===== config.mk =====
export PLATFORM = sky130hd
export DESIGN_NAME = uart_autobaud
export DESIGN_NICKNAME = d
export VERILOG_FILES = /design/src/rtl/uart_autobaud.sv
export SDC_FILE = /design/constraint.sdc
export NUM_CORES = 1
export LEC_CHECK = 0
export CORE_MARGIN = 10
export CORE_UTILIZATION = 55
export DETAILED_ROUTE_END_ITERATION = 16
export PLACE_DENSITY = 0.74
export SYNTH_ARGS = -nofsm -noshare
export SYNTH_HDL_FRONTEND = slang
export SYNTH_SLANG_ARGS = --single-unit

===== constraint.sdc =====
create_clock -name clk_i -period 6.8 [get_ports clk_i]
set_input_delay 1.36 -clock clk_i [delete_from_list [all_inputs] [get_ports clk_i]]
set_output_delay 1.36 -clock clk_i [all_outputs]
set_load 0.005 [all_outputs]

===== src/rtl/uart_autobaud.sv =====
// Autobaud detector: times the four falling-edge segments of a 0x55 sync
// character on rx_i and reports the rounded clock-cycles-per-bit divider.
module uart_autobaud #(
  parameter int CNT_WIDTH  = 20,
  parameter int DATA_WIDTH = 32,
  parameter int MIN_DIV    = 16
) (
  input  logic                  clk_i,
  input  logic                  arst_ni,
  input  logic                  rx_i,
  input  logic                  start_i,
  input  logic                  abort_i,
  output logic                  busy_o,
  output logic                  done_o,
  output logic                  error_o,
  output logic [DATA_WIDTH-1:0] div_o,
  output logic                  div_valid_o
);

  localparam int TW = CNT_WIDTH + 2;
  localparam logic [CNT_WIDTH-1:0] SEG_MAX   = {CNT_WIDTH{1'b1}};
  localparam logic [CNT_WIDTH-1:0] MIN_DIV_C = CNT_WIDTH'(MIN_DIV);

  localparam logic [2:0] S_IDLE = 3'd0;
  localparam logic [2:0] S_ARM  = 3'd1;
  localparam logic [2:0] S_HUNT = 3'd2;
  localparam logic [2:0] S_MEAS = 3'd3;
  localparam logic [2:0] S_EVAL = 3'd4;
  localparam logic [2:0] S_ERR  = 3'd5;

  logic [2:0]            state_q, state_d;
  logic                  rx_s1_q, rx_s1_d, rx_s2_q, rx_s2_d, rx_prev_q, rx_prev_d;
  logic [CNT_WIDTH-1:0]  seg_q, seg_d, ref_q, ref_d;
  logic [TW-1:0]         tot_q, tot_d;
  logic [1:0]            rise_q, rise_d;
  logic [2:0]            edge_q, edge_d;
  logic                  busy_q, busy_d, done_q, done_d, error_q, error_d;
  logic [DATA_WIDTH-1:0] div_q, div_d;
  logic                  div_valid_q, div_valid_d;

  logic                  fall_s, rise_s;
  logic [TW:0]           round_s;
  logic [CNT_WIDTH-1:0]  div_calc_s;

  // Segment is accepted when it deviates from the reference by at most ref/8.
  function automatic logic within_tol(input logic [CNT_WIDTH-1:0] seg,
                                      input logic [CNT_WIDTH-1:0] r);
    logic [CNT_WIDTH-1:0] diff;
    diff = (seg > r) ? (seg - r) : (r - seg);
    return diff <= (r >> 3);
  endfunction

  assign fall_s     = rx_prev_q & ~rx_s2_q;
  assign rise_s     = ~rx_prev_q & rx_s2_q;
  assign round_s    = {1'b0, tot_q} + {{(TW - 2){1'b0}}, 3'd4};
  assign div_calc_s = round_s[TW:3];

  // Next-state and datapath; counters start at 1 so a captured value is the full interval.
  always_comb begin
    state_d     = state_q;
    rx_s1_d     = rx_i;
    rx_s2_d     = rx_s1_q;
    rx_prev_d   = rx_s2_q;
    seg_d       = seg_q;
    ref_d       = ref_q;
    tot_d       = tot_q;
    rise_d      = rise_q;
    edge_d      = edge_q;
    busy_d      = busy_q;
    done_d      = 1'b0;
    error_d     = 1'b0;
    div_d       = div_q;
    div_valid_d = div_valid_q;

    case (state_q)
      S_IDLE: begin
        if (start_i) begin
          state_d     = S_ARM;
          busy_d      = 1'b1;
          div_valid_d = 1'b0;
        end else begin
          busy_d = 1'b0;
        end
      end
      S_ARM: begin
        if (rx_s2_q) begin
          state_d = S_HUNT;
        end else begin
          state_d = S_ARM;
        end
      end
      S_HUNT: begin
        if (fall_s) begin
          seg_d   = {{(CNT_WIDTH - 1){1'b0}}, 1'b1};
          tot_d   = {{(TW - 1){1'b0}}, 1'b1};
          rise_d  = 2'd0;
          edge_d  = 3'd1;
          state_d = S_MEAS;
        end else begin
          state_d = S_HUNT;
        end
      end
      S_MEAS: begin
        if (fall_s) begin
          if ((rise_q != 2'd1) || ((edge_q != 3'd1) && !within_tol(seg_q, ref_q))) begin
            state_d = S_ERR;
            error_d = 1'b1;
            busy_d  = 1'b0;
          end else begin
            if (edge_q == 3'd1) begin
              ref_d = seg_q;
            end else begin
              ref_d = ref_q;
            end
            seg_d  = {{(CNT_WIDTH - 1){1'b0}}, 1'b1};
            rise_d = 2'd0;
            edge_d = edge_q + 3'd1;
            if (edge_q == 3'd4) begin
              state_d = S_EVAL;
            end else begin
              tot_d = tot_q + {{(TW - 1){1'b0}}, 1'b1};
            end
          end
        end else if (seg_q == SEG_MAX) begin
          state_d = S_ERR;
          error_d = 1'b1;
          busy_d  = 1'b0;
        end else begin
          seg_d = seg_q + {{(CNT_WIDTH - 1){1'b0}}, 1'b1};
          tot_d = tot_q + {{(TW - 1){1'b0}}, 1'b1};
          if (rise_s && (rise_q != 2'd2)) begin
            rise_d = rise_q + 2'd1;
          end else begin
            rise_d = rise_q;
          end
        end
      end
      S_EVAL: begin
        busy_d = 1'b0;
        if (div_calc_s < MIN_DIV_C) begin
          state_d = S_ERR;
          error_d = 1'b1;
        end else begin
          state_d     = S_IDLE;
          done_d      = 1'b1;
          div_d       = DATA_WIDTH'(div_calc_s);
          div_valid_d = 1'b1;
        end
      end
      S_ERR: begin
        state_d = S_IDLE;
        busy_d  = 1'b0;
      end
      default: begin
        state_d = S_IDLE;
        busy_d  = 1'b0;
      end
    endcase

    // Abort overrides everything, including a same-cycle start from IDLE.
    if (abort_i) begin
      state_d     = S_IDLE;
      busy_d      = 1'b0;
      done_d      = 1'b0;
      error_d     = 1'b0;
      div_d       = div_q;
      div_valid_d = div_valid_q;
    end else begin
      state_d = state_d;
    end
  end

  // State and output registers; the rx pipeline resets to the idle-line level.
  always_ff @(posedge clk_i or negedge arst_ni) begin
    if (!arst_ni) begin
      state_q     <= S_IDLE;
      rx_s1_q     <= 1'b1;
      rx_s2_q     <= 1'b1;
      rx_prev_q   <= 1'b1;
      seg_q       <= {CNT_WIDTH{1'b0}};
      ref_q       <= {CNT_WIDTH{1'b0}};
      tot_q       <= {TW{1'b0}};
      rise_q      <= 2'd0;
      edge_q      <= 3'd0;
      busy_q      <= 1'b0;
      done_q      <= 1'b0;
      error_q     <= 1'b0;
      div_q       <= {DATA_WIDTH{1'b0}};
      div_valid_q <= 1'b0;
    end else begin
      state_q     <= state_d;
      rx_s1_q     <= rx_s1_d;
      rx_s2_q     <= rx_s2_d;
      rx_prev_q   <= rx_prev_d;
      seg_q       <= seg_d;
      ref_q       <= ref_d;
      tot_q       <= tot_d;
      rise_q      <= rise_d;
      edge_q      <= edge_d;
      busy_q      <= busy_d;
      done_q      <= done_d;
      error_q     <= error_d;
      div_q       <= div_d;
      div_valid_q <= div_valid_d;
    end
  end

  assign busy_o      = busy_q;
  assign done_o      = done_q;
  assign error_o     = error_q;
  assign div_o       = div_q;
  assign div_valid_o = div_valid_q;

endmodule


[Word-level counts from Yosys, hierarchy flattened]
Index checks and enable logic that the tools add are counted.
W data, S select, Z words.
Storage, ports and cells
  logic and storage cells: 122
  output and inout bits: 36
  flip-flop bits (word level): 97
Operators by class
  bitwise operators: 7
  mux-type cells: 50
  $lt $le $gt $ge: 3
  equality and inequality tests: 24
  reduce and logical (&&, ||, !) cells: 17
  add/sub/neg operators: 7
Operators by type and width (number)
  $mux W22: 5
  $mux W20: 5
  $pmux W22 S2: 1
  $pmux W20 S2: 1
  $sub A20 B20 Y20: 2
  $mux W3: 10
  $add A22 B3 Y23 const B: 1
  $add A22 B1 Y22 const B: 1
  $add A20 B1 Y20 const B: 1
  $eq A20 B20 Y1 const B: 1
  $gt A20 B20 Y1: 1
  $le A20 B17 Y1: 1
  $lt A20 B5 Y1 const B: 1
  $mux W1: 16
  $reduce_and A4 Y1: 4
  $ne A3 B3 Y1 const B: 5
  $pmux W3 S5: 1
  $mux W2: 6
  $ne A2 B2 Y1 const B: 6
  $reduce_and A5 Y1: 2
  $reduce_and A3 Y1: 3
  $ne A4 B4 Y1 const B: 2
  $eq A3 B1 Y1 const B: 2
  $eq A3 B2 Y1 const B: 2
  18 further kinds: 28

[Depth between registers and ports, before layout]
Gate-level depths: netlist of run 1.
  word-level depth: 10
  mapped depth: 27

[Worst setup path before layout of run 1]
Ideal clock, no wire load.
  path kind: register to register
  start point: register seg_q[11]
  end point: register tot_q[3]
  path slack: 1.639 ns
  cell stages (with the launch flop): 26
  clock period less this slack: 5.161 ns
  arrival time: 5.083 ns
  setup time: 0.078 ns
  cells stage by stage: dfrtp_1 > clkbuf_1 > inv_1 > ha_1 > buf_4 > nand4_4 > a211oi_1 > a211oi_1 > o211a_1 > nor2_4 > buf_1 > mux2i_1 > a21oi_1 > xnor2_1 > ha_1 > a21oi_1 > a21oi_1 > or3_1 > nor3_1 > nand2b_1 > o211ai_2 > o31ai_4 > o21ai_2 > buf_4 > or4_1 > a21oi_1
Between the ends
  cells in the longest elaborated chain, start to end: 8
  elaborated cells on any way between the ends: 12
Ends and longest elaborated chain
  start, declared: line 33  | logic [CNT_WIDTH-1:0] seg_q, seg_d, ref_q, ref_d;
  start signal, assigned: line 180  | seg_q <= {CNT_WIDTH{1'b0}};
  start signal, assigned: line 195  | seg_q <= seg_d;
  $sub A20 B20 Y20 or $gt A20 B20 Y1 (tied branches): line 49  | diff = (seg > r) ? (seg - r) : (r - seg);
  $mux W20: line 49
  $le A20 B17 Y1: line 50  | return diff <= (r >> 3);
  $logic_not A1 Y1: line 105  | if ((rise_q != 2'd1) || ((edge_q != 3'd1) && !within_tol(seg_q, ref_q))) begin
  $logic_and A1 B1 Y1: line 105
  $logic_or A1 B1 Y1: line 105
  $ne A3 B3 Y1 (no source line)
  $reduce_and A5 Y1 (no source line) *
  end signal, assigned: line 182  | tot_q <= {TW{1'b0}};
  end signal, assigned: line 197  | tot_q <= tot_d;
  end, declared: line 34  | logic [TW-1:0] tot_q, tot_d;
Mark *: on every way between the ends. The rest lies on a longest branch, timed or not.
A chain may end at the register's enable or synchronous reset.

[Worst setup path after layout of run 1]
  start point: register seg_q[11]
  end point: register tot_q[5]
The elaborated chain is that of the path after synthesis.

==> results of run 1 <==
==> logic make-up after synthesis <==
family                     after synthesis  synth area share [%]
adders and majority gates               66                  10.9
muxes                                   13                  1.75
other                                    1                0.0485
buffers and inverters                  122                  7.22
DFF                                     97                  31.4
and+or+nand+nor                        329                  22.1
AOI/OAI and AO/OA                      282                  22.0
xor gates and xnor gates                40                  4.53
==> sequential cells by signal, indices dropped and copies added (netlist names), 2 cells and up <==
register and cells:
rise_q 2, edge_q 3, seg_q 20, tot_q 22, div_o 20, ref_q 20
state_q 3
==> synth_stat cells (all sizes together) (3+ instances only) <==
| master | number |
|---|---|
| nand2 | 111 |
| o21ai | 98 |
| a21oi | 97 |
| dfrtp | 94 |
| ha | 64 |
| inv | 60 |
| nor2 | 58 |
| buf | 43 |
| nand3 | 35 |
| nand4 | 25 |
| nor3 | 24 |
| xor2 | 21 |
| clkbuf | 19 |
| xnor2 | 19 |
| or3 | 15 |
| a31oi | 13 |
| and3 | 13 |
| o31ai | 13 |
| mux2i | 9 |
| nor2b | 9 |
| nor4 | 8 |
| or4 | 8 |
| a211oi | 6 |
| o211ai | 6 |
| o21bai | 6 |
| o41ai | 6 |
| a31o | 4 |
| and2 | 4 |
| mux2 | 4 |
| nand2b | 4 |
| o21a | 4 |
| o31a | 4 |
| or4b | 4 |
| a21o | 3 |
| a221oi | 3 |
| and4 | 3 |
| dfstp | 3 |
| nand3b | 3 |
| o2111ai | 3 |
| o211a | 3 |
==> final timing paths <==
kind / start / to / slack [ps] / cells past startpoint
min: rx_s1_q / rx_prev_d / 360 / 0
max reg2reg: seg_q[11] / tot_q[5] / 860 / 21
min in group asynchronous: arst_ni / error_o / 910 / 1
max: seg_q[11] / tot_q[5] / 860 / 21
max in group asynchronous: arst_ni / seg_q[8] / 4660 / 2
min reg2reg: rx_s1_q / rx_prev_d / 360 / 0
==> power groups by stage <==
stage | Combinational, W | Sequential (W) | Clock [W]
4_1_cts | 0.000661 | 0.000630 | 0.000500
5_1_grt | 0.000741 | 0.000635 | 0.000523
3_5_place_dp | 0.000660 | 0.000641 | 0
6_report | 0.000672 | 0.000630 | 0.000493
3_3_place_gp | 0.000651 | 0.000639 | 0
2_1_floorplan | 0.000491 | 0.000635 | 0
==> per-stage QoR <==
| step | std cells | instance area [sq um] |
|---|---|---|
| 6_report | 1133 | 8310 |
| 5_1_grt | 1133 | 8310 |
| 4_1_cts | 1133 | 8310 |
| 3_5_place_dp | 1117 | 8030 |
| 3_3_place_gp | 1117 | 8030 |
| 2_1_floorplan | 961 | 7770 |
==> final cells by class <==
type	instances	area, sq um	area share, %
Clock buffer	11	243	2.92
Inverter	60	225	2.71
Clock inverter	5	38.8	0.467
Multi-Input combinational cell	742	4790	57.7
Timing Repair Buffer	38	353	4.25
Sequential cell	97	2430	29.3
Tap cell	180	225	2.71
==> critical path: cells and delay by family (launching register included) <==
family          cells  cell delay, ps
mux                 1             440
flops               1             500
buf+inv             1             120
compound gates     10            2020
fa+ha+maj           2             850
xor+xnor            1             160
simple gates        6            1750
==> metal layers <==
layer,global-route usage (%),wire length [um],vias to the layer above
li1,-,-,3382
met2,32.2,9080,261
met1,26.9,8990,3298
met4,6.99,500,0
met5,0,0,-
met3,3.70,1080,44
==> impl_metrics.tcl, run 1 <==
set metrics [dict create \
    status "complete, no violations" \
    start_kind "flop" \
    htree_levels 3 \
    num_vias 6985 \
    ys_types 76 \
    grt_antenna_before_repair 0 \
    combPwrFrac_pct 37.4 \
    grt_pass1_vias 6733 \
    synthTopCellsByArea "dfrtp_1 (30%), ha_1 (10%), a21oi_1 (6.2%), o21ai_0 (5.8%), nand2_1 (5.3%)" \
    power_leakage_nw 3.52 \
    yosysWarnings 0 \
    seq_area_frac_synth_pct 31.4 \
    die_area_sq_um 19200 \
    final_cell_mix "nand2_1 (110), a21oi_1 (96), dfrtp_1 (94)" \
    cp.arrival_ps 6220 \
    wirelength_um 19700 \
    fp.dieH_um 139 \
    drcViolationCount 0 \
    drive_gt1_share_pct 6.19 \
    firstDrtPassIters 5 \
    post_cts_buffers 0 \
    synth_top_area_share_pct 30.4 \
    internal_power_w 0.00114 \
    crit_required_ps 7080 \
    fmax_mhz 168 \
    synth.avg_cell_area_sq_um 8.14 \
    hp-class "reg -> reg" \
    portBuffers 28 \
    detail_route.iter0.violations 577 \
    end_kind "flop" \
    final_common_cell "nand2_1" \
    worst_pin_slew_ps 1200 \
    synth_edf_count 0 \
    core_area_sq_um 13800 \
    nets 1019 \
    fin_crit_ps 5940 \
    swShare_pct 36.7 \
    hold_viol_final 0 \
    fin_hold_ws_ps 360 \
    area_growth_pct 7.44 \
    rows 43 \
    syn_inst 950 \
    skew_ps 7.69 \
    ant_nets 0 \
    clk_latency_ps 360 \
    max_slew_margin_pct 19.6 \
    tritoncts "done" \
    synth-seq-cells 97 \
    critPathSlowestCell "or4_1" \
    grt_pass1_wl_um 33400 \
    dp_slack_ps 977 \
    synth_area_sq_um 7730 \
    viasPerCell 6.17 \
    rsz0062_at_grt "false" \
    ioPinCount 41 \
    drv_slew 0 \
    fin_util_pct 60.1 \
    ys.flop_type "dfrtp_1" \
    setup_viol 0 \
    path_cells "inv_1 -> ha_1 -> nand4_4 -> a211oi_1 -> a211oi_1 -> o211a_1 -> nor2_4 -> mux2i_1 -> a21oi_1 -> xnor2_1 -> ha_1 -> a21oi_1 -> a21oi_1 -> or3_1 -> nor3_1 -> nand2b_1 -> o211ai_2 -> o31ai_4 -> o21ai_2 -> or4_1 -> a21oi_1" \
    grt_max_degree 71 \
    ys_async_sr_fraction_pct 100 \
    gp_congestion 0.996 \
    peakVddDrop_uv 119 \
    grt_usage_pct 20.2 \
    sequentialPowerShare_pct 35.1 \
    yosysTopAreaCell "dfrtp_1" \
    grt-ovfl-total 0 \
    fin_tns_setup_ps 0 \
    clock_power_share_pct 27.5 \
    nFillCells 1241 \
    max_cap_violations 0 \
    critPathKind "reg -> reg" \
    die_w_um 139 \
    power_density_nw_per_um2 216 \
    dp_hpwl_um 14900 \
    diodes 0 \
    path_common_cell "a21oi_1" \
    min_period_over_period_pct 87.3 \
    postCtsHoldBufs 0 \
    start_util_pct 55.9 \
    ctsRootBufferMaster "clkbuf_16" \
    clockBufferDepth 2 \
    max_stage_delay_ps 550 \
    setup_ws_ps 862 \
    finalPower_w 0.00180 \
    ctsResizeCount 0 \
    cts_sinks 97 \
    cts_buffers 9 \
    crit_fanout 21 \
    power_switching_w 0.000659 \
    clkTransAtPathRegs_ps 70 \
    wl_per_cell_um 17.4 \
]
Power figures use the tool's default switching activity.
==> run 2, diff against run 1 <==
Settings changed: ABC_AREA set to 1, SETUP_SLACK_MARGIN set to 0.2.
==> run 2 against run 1 <==
  * Design area rose by 5.3%
  * First-iteration DRC count down 30%
  * Sequential share of layout area down 1.5 points
  * Flip-flop and latch count is the same
  * Synthesized cell count grew 24%
  * Synthesized area rose by 5.0%
  * Non-clock buffer count down 7
  * Clock skew about the same
==> impl_metrics.tcl, run 2 <==
set metrics [dict create \
    status "complete, no violations" \
    rows 44 \
    setup_viol 0 \
    synthTopCellsByArea "dfrtp_1 (29%), nand2_1 (17%), ha_1 (9.9%), inv_1 (7.1%), nor2_1 (4.2%)" \
    clkTransAtPathRegs_ps 70 \
    detail_route.iter0.violations 405 \
    wl_per_cell_um 15.7 \
    hp-class "reg -> reg" \
    fp.dieH_um 141 \
    yosysWarnings 0 \
    dp_hpwl_um 17200 \
    cp_top_family "simple AND/OR/NAND/NOR gates" \
    largest_register_ffs 22 \
    yosys-top-cells-count "nand2_1 (357), inv_1 (153), dfrtp_1 (94)" \
    wirelength_um 21700 \
    htree_levels 3 \
    clockBufferDepth 2 \
    area_growth_pct 7.78 \
    grt_usage_pct 21.9 \
    grt_max_degree 55 \
    seq_area_frac_synth_pct 29.9 \
    ctsRootBufferMaster "clkbuf_16" \
    synth.avg_cell_area_sq_um 6.91 \
    place_area_sq_um 8450 \
    synth_edf_count 0 \
    grt_pass1_vias 7277 \
    rsz0062_at_grt "false" \
    core_area_sq_um 14500 \
    gp_congestion 0.985 \
    crit_required_ps 7070 \
    firstDrtPassIters 6 \
    synth_top_area_share_pct 29.0 \
    worst_pin_slew_ps 738 \
    synth.most_common_cell "nand2_1" \
    ant_nets 0 \
    grt_pass1_wl_um 36000 \
    max_slew_margin_pct 50.7 \
    ioPinCount 41 \
    power_density_nw_per_um2 245 \
    skew_ps 8.12 \
    cp.arrival_ps 5900 \
    synth-seq-cells 97 \
    max_cap_violations 0 \
    max_stage_delay_ps 550 \
    yosysTopAreaCell "dfrtp_1" \
    ys.flop_type "dfrtp_1" \
    ys_async_sr_fraction_pct 100 \
    portBuffers 28 \
    drv_slew 0 \
    diodes 0 \
    final_cell_area_sq_um 8750 \
    ys_types 46 \
    drive_gt1_share_pct 8.68 \
    start_util_pct 56.1 \
    peakVddDrop_uv 156 \
    post_cts_buffers 0 \
    syn_inst 1175 \
    hold_viol_final 0 \
    final_cell_mix "nand2_1 (357), inv_1 (153), dfrtp_1 (94)" \
    cts_buffers 9 \
    ctsResizeCount 0 \
    postCtsHoldBufs 0 \
    ff2ff_path_depth 33 \
    crit_fanout 44 \
    die_area_sq_um 20000 \
    min_period_over_period_pct 82.7 \
    worst-path-buf-inv 6 \
    end_kind "flop" \
    die_w_um 141 \
    drcViolationCount 0 \
    fin_tns_setup_ps 0 \
    start_kind "flop" \
    synth_area_sq_um 8120 \
    tritoncts "done" \
    hold_depth 0 \
    top_register "tot_q" \
    power_leakage_nw 4.21 \
    final_cells 1382 \
    critPathKind "reg -> reg" \
    viasPerCell 5.38 \
    critPathSlowestCell "nand2_1" \
    grt-ovfl-total 0 \
    nets 1264 \
    fin_crit_ps 5630 \
    path_common_cell "nand2_1" \
    fin_util_pct 60.4 \
    grt_antenna_before_repair 0 \
    final_common_cell "nand2_1" \
    fmax_mhz 178 \
    cp.depth 33 \
    cts_sinks 97 \
    num_vias 7438 \
    placed_cells 1366 \
    clk_latency_ps 360 \
]
## run 2: routing by layer
| metal | vias up | global-route usage, % | routed length, um |
|---|---|---|---|
| met5 | - | 0 | 0 |
| met4 | 0 | 7.58 | 573 |
| met3 | 38 | 3.57 | 962 |
| met2 | 185 | 39.5 | 11000 |
| met1 | 3460 | 25.5 | 9140 |
| li1 | 3755 | - | - |
## run 2: cells by family (layout without fill, tap and decap cells)
kind of cell / Yosys count / after routing / share of synthesized area, %
compound gates: 171 / 171 / 12.4
other cells: 1 / 12 / 0.0462
simple gates: 589 / 589 / 31.3
xor+xnor: 49 / 49 / 5.29
fa+ha+maj: 66 / 66 / 10.4
buf+inv: 202 / 214 / 10.6
flops: 97 / 97 / 29.9
## run 2: power by group
part,internal [W],switching (W),leakage (nW)
clock network,0.000289,0.000232,0.141
logic,0.000350,0.000633,2.73
registers,0.000603,0.0000340,1.33
total,0.00124,0.000899,4.21
## run 2: worst paths after layout
| check | startpoint | to | slack (ps) |
|---|---|---|---|
| setup / recovery | seg_q[0] | tot_q[14] | 1170 |
| hold / removal | rx_s1_q | rx_prev_d | 360 |
| setup reg to reg | seg_q[0] | tot_q[14] | 1170 |
| hold reg to reg | rx_s1_q | rx_prev_d | 360 |
| max in group asynchronous | arst_ni | ref_q[7] | 4700 |
| min in group asynchronous | arst_ni | ref_q[18] | 980 |
## run 2: per-stage QoR
step | hold WS [ps] | total power, W | setup slack [ps]
after floorplan | 345 | 0.00140 | 2720
after global placement | 345 | 0.00160 | 1380
after detailed placement | 347 | 0.00161 | 1310
after CTS | 357 | 0.00213 | 1240
after global routing | 363 | 0.00231 | 562
final | 356 | 0.00214 | 1170
## run 2: area by class of cell
type	count	area [sq um]
Fill cell	1408	5730
Multi-Input combinational cell	887	4860
Sequential cell	97	2430
Inverter	167	627
Timing Repair Buffer	31	300
Clock buffer	11	233
Tap cell	184	230
Clock inverter	5	63.8
